==> src/rtl/uart_pkg.sv <==
// uart_pkg: shared UART constants and transmitter state encoding
package uart_pkg;
  localparam int UART_DATA_BITS = 8;
  localparam int DEFAULT_CLKS_PER_BIT = 1250;
  typedef enum logic [1:0] {IDLE, START, DATA, STOP} state_t;
endpackage

==> src/rtl/uart_baud_tick.sv <==
// uart_baud_tick: free-running bit-period counter with sync clear and a 1-cycle bit_done pulse
module uart_baud_tick
  import uart_pkg::*;
#(
  parameter int CLKS_PER_BIT = DEFAULT_CLKS_PER_BIT
) (
  input  logic hwclk,
  input  logic reset,
  input  logic clear,
  input  logic enable,
  output logic bit_done
);
  localparam int W = $clog2(CLKS_PER_BIT);
  logic [W-1:0] cnt;
  assign bit_done = enable && cnt == W'(CLKS_PER_BIT - 1);
  always_ff @(posedge hwclk or posedge reset)
    if (reset) cnt <= '0;
    else if (clear) cnt <= '0;
    else if (enable) cnt <= bit_done ? '0 : cnt + 1'b1;
endmodule

==> src/rtl/uart_tx_8n1.sv <==
// uart_tx_8n1: valid/ready UART transmitter, 8 data bits, no parity, 1 or 2 stop bits
module uart_tx_8n1
  import uart_pkg::*;
#(
  parameter int CLKS_PER_BIT = DEFAULT_CLKS_PER_BIT,
  parameter int STOP_BITS    = 1
) (
  input  logic       hwclk,
  input  logic       reset,
  input  logic [7:0] tx_data,
  input  logic       tx_valid,
  output logic       tx_ready,
  output logic       tx,
  output logic       tx_busy
);
  state_t     state;
  logic [2:0] bit_idx;
  logic [7:0] shift;
  logic       bit_done;
  logic       last_data, last_stop;
  uart_baud_tick #(.CLKS_PER_BIT(CLKS_PER_BIT)) u_baud (
    .hwclk    (hwclk),
    .reset    (reset),
    .clear    (state == IDLE),
    .enable   (state != IDLE),
    .bit_done (bit_done)
  );
  assign tx_ready  = state == IDLE;
  assign tx_busy   = !tx_ready;
  assign last_data = bit_idx == 3'(UART_DATA_BITS - 1);
  assign last_stop = bit_idx == 3'(STOP_BITS - 1);
  // shift moves right each data bit so the next bit out is always shift[1]
  always_ff @(posedge hwclk or posedge reset)
    if (reset) begin
      state   <= IDLE;
      tx      <= 1'b1;
      bit_idx <= '0;
      shift   <= '0;
    end else
      case (state)
        IDLE: if (tx_valid) begin
          state <= START;
          tx    <= 1'b0;
          shift <= tx_data;
        end
        START: if (bit_done) begin
          state   <= DATA;
          tx      <= shift[0];
          bit_idx <= '0;
        end
        DATA: if (bit_done) begin
          state   <= last_data ? STOP : DATA;
          tx      <= last_data ? 1'b1 : shift[1];
          shift   <= shift >> 1;
          bit_idx <= last_data ? '0 : bit_idx + 1'b1;
        end
        STOP: if (bit_done) begin
          state   <= last_stop ? IDLE : STOP;
          bit_idx <= last_stop ? '0 : bit_idx + 1'b1;
        end
        default: state <= IDLE;
      endcase
endmodule

==> config.mk <==
export PLATFORM = sky130hd
export DESIGN_NAME = uart_tx_8n1
export DESIGN_NICKNAME = d
export VERILOG_FILES = /design/src/rtl/uart_pkg.sv /design/src/rtl/uart_baud_tick.sv /design/src/rtl/uart_tx_8n1.sv
export SDC_FILE = /design/constraint.sdc
export NUM_CORES = 1
export LEC_CHECK = 0
export BUFFER_PORTS_ARGS = -buffer_cell sky130_fd_sc_hd__buf_2
export CAP_MARGIN = 20
export CORE_MARGIN = 2
export CORE_UTILIZATION = 52
export CTS_CLUSTER_DIAMETER = 50
export CTS_CLUSTER_SIZE = 20
export DETAILED_ROUTE_END_ITERATION = 8
export PLACE_DENSITY = 0.8
export SETUP_SLACK_MARGIN = 0.02
export SYNTH_ARGS = -nofsm -noshare
export SYNTH_HDL_FRONTEND = slang
export SYNTH_HIERARCHICAL = 1
export SYNTH_SLANG_ARGS = --single-unit
==> constraint.sdc <==
create_clock -name hwclk -period 2.5 [get_ports hwclk]
set_input_delay 0.125 -clock hwclk [delete_from_list [all_inputs] [get_ports hwclk]]
set_output_delay 0.125 -clock hwclk [all_outputs]
set_load 0.005 [all_outputs]
==> reports/results.ini <==
[worst_setup_path]
cp_data_required_time_ns = 2.75
critPathMaxFanout = 15
end_kind = flip-flop
worstPathCellList = inv_1 -> ha_1 -> nor3b_1 -> nand4_1 -> nor4b_4 -> mux2i_1 -> nor2_4 -> nor2_1 -> a21oi_1
r2r-end = shift[1]
r2r_setup_slack_ns = 0.29
critPathMaxStageDelay_ns = 0.44
reg2reg_from = u_baud/cnt[1]
reg2reg_depth = 9
arrival_ns = 2.47
cp.depth = 9
cp-start-kind = flip-flop
critPathLaunch = u_baud/cnt[1]
crit_type = flip-flop to flip-flop
crit_path_top_delay_cell = dfrtp_1
critical-path-top-delay-family = simple AND/OR/NAND/NOR gates
path_buf_inv = 1
worstSetupEndpoint = shift[1]

[synthesis]
synth_ff_type = dfrtp_1
synth-edff-count = 0
synth_simple_gate_area_frac = 0.2128
ys_seq_area_frac = 0.4214
syn-num-nets = 176
synthCells = 154
ys_ff_latch = 25
yosys.area_share.adder = 0.09251
synth_xor_area_frac = 0.04710
ys_types = 41
synth_compound_area_frac = 0.1135
netlist_area_um2 = 1488
synth_top_family_by_area = simple AND/OR/NAND/NOR gates
postSynthAreaPerCell_um2 = 9.660
synth_warnings = 6
muxShareOfSynthArea = 0.06897
postSynth.asyncResetShare = 1.000

[sta]
finalSetupTns_ns = 0
finalCritPeriodShare = 0.8850
hold_violations = 0
rsz0062_at_grt = false
worst_pin_slew_ns = 0.6867
clock.fmax_ghz = 0.4520
maxSlewViolCount = 0
final.min_clock_period_ns = 2.212
relSlewSlack = 0.5422
fin_worst_skew_ns = 0.006217
whs_ns = 0.04887
setup_viol = 0

[finish]
finish.net_count = 193
layout_commonest_cell = dfrtp_1
n_antenna_cell = 0
area_delta_synth_final_pct = 9.168
layout_common_cells = dfrtp_1, nor2_1, buf_2, nand2_1, ha_1
drive_gt1_frac = 0.1647

[place]
dp_hpwl_um = 2143
place.gp.congestion = 0.8094
io_buffer_count = 13

[route]
wl_um = 2855
dr.pass1.iters = 4
avgViaCountPerCell = 5.791
wire_per_inst_um = 14.20
drt_iter0_markers = 30
dr_total_vias = 1164
post-route-drc-count = 0
ant_nets = 0

[clocking]
cts_made_buffers = 3
root_buffer = clkbuf_4
cts_sinks = 25
clkTransAtPathRegs_ns = 0.14
cts_tree = yes
clock_latency_ns = 0.32
htree_levels = 1
clock_path_buffers = 2

[floorplan]
start_util = 0.5442
num_rows = 19
die_width_um = 57.49
num_io_pins = 14
die-area_um2 = 3305
die_y_um = 57.49
fp.coreArea_um2 = 2734

[hold_path]
hold_depth = 3
holdCritPathClass = input port to flip-flop

[grt]
grt_start_max_net_pins = 16
grt_usage = 0.1857
grt_first_pass_wirelength_um = 4885
grt_overflow_total = 0
grt_pass1_vias = 1134
antenna_found_initial = 0

[power_and_ir_drop]
cellLeakagePower_nw = 0.7164
power-per-cell-area_nw_per_um2 = 979.4
vdd.ir_drop.worst_mv = 0.6902

[status]
run_status = complete, no violations

[job]
cap_violations = 0

## stage by stage
step	utilization	cells	power [mW]	cell area (µm²)	worst slack, ns
final	0.5941	201	1.591	1624	0.2876
after global placement	0.5771	196	1.366	1578	0.3889
after global routing	0.5941	201	1.740	1624	0.05485
after CTS	0.5908	201	1.600	1615	0.2236
after detailed placement	0.5771	196	1.414	1578	0.2576
after floorplan	-	154	1.252	1494	0.2101
## cell usage after synthesis, types with 2 or more instances
cell | instances | area share
ha_1 | 11 | 0.093
nand4_1 | 4 | 0.017
nand2_1 | 12 | 0.030
nor2_1 | 21 | 0.053
nor4_1 | 3 | 0.013
o21ai_0 | 6 | 0.020
xor2_1 | 3 | 0.018
nand3_1 | 2 | 0.0067
o21ai_2 | 2 | 0.012
buf_6 | 2 | 0.015
xnor2_1 | 5 | 0.029
inv_1 | 8 | 0.020
mux2i_1 | 8 | 0.054
o22ai_1 | 2 | 0.0084
nor3_1 | 4 | 0.013
dfrtp_1 | 24 | 0.40
a21oi_1 | 8 | 0.027
mux2_2 | 2 | 0.015
nor2b_1 | 2 | 0.0084
nand2b_1 | 4 | 0.017
## layout make-up
class	instances	area, µm²
Clock buffer	3	22.52
Clock inverter	1	5.005
Fill cell	223	1110
Inverter	8	30.03
Multi-Input combinational cell	117	810.8
Sequential cell	25	626.9
Tap cell	31	38.79
Timing Repair Buffer	16	90.09
## power by group
part	switching, mW	leakage, nW	internal, mW
sequential	0.0933	0.318	0.527
clock	0.121	0.0177	0.0599
combinational	0.466	0.381	0.323
## per-layer routing
metal | part of all wire | GRT usage | vias to the layer above
li1 | - | - | 566
met1 | 0.45 | 0.2377 | 572
met2 | 0.51 | 0.3263 | 20
met3 | 0.023 | 0.02041 | 6
met4 | 0.016 | 0.05980 | 0
met5 | 0 | 0 | -
## flip-flops by register name (all words and copies together), names as in the netlist
register / flops
shift: 8
tx: 1
state: 2
u_baud/cnt: 11
bit_idx: 3
## worst min path at each step
stage	slack, ns	from	to
floorplan	-0.02	reset	u_baud/cnt[0]
global placement	0.15	reset	u_baud/cnt[9]
detailed placement	0.15	reset	u_baud/cnt[4]
CTS	0.04	tx_data[7]	shift[7]
global route	0.04	tx_data[7]	shift[7]
finish	0.05	tx_data[7]	shift[7]
## kinds of logic (layout without fill, tap and decap cells)
group                    after synthesis  in the layout
AND/OR/NAND/NOR                       62             62
buffers and inverters                 12             28
flip-flops                            25             25
XOR/XNOR                               8              8
multiplexers                          10             10
adder cells (fa/ha/maj)               11             11
AO/OA/AOI/OAI                         26             26
## worst min-delay path: stages
cell and delay, ns:
buf_2 0.08, nand3b_1 0.07, nand2_1 0.06
## timing repair
item,CTS,global route
gates resized for setup,0,1
hold endpoints to repair,24,0
hold buffers,1,0
setup buffers,0,0
endpoints found under the setup margin,0,3
Note: power is estimated with default switching activity, not from simulation.
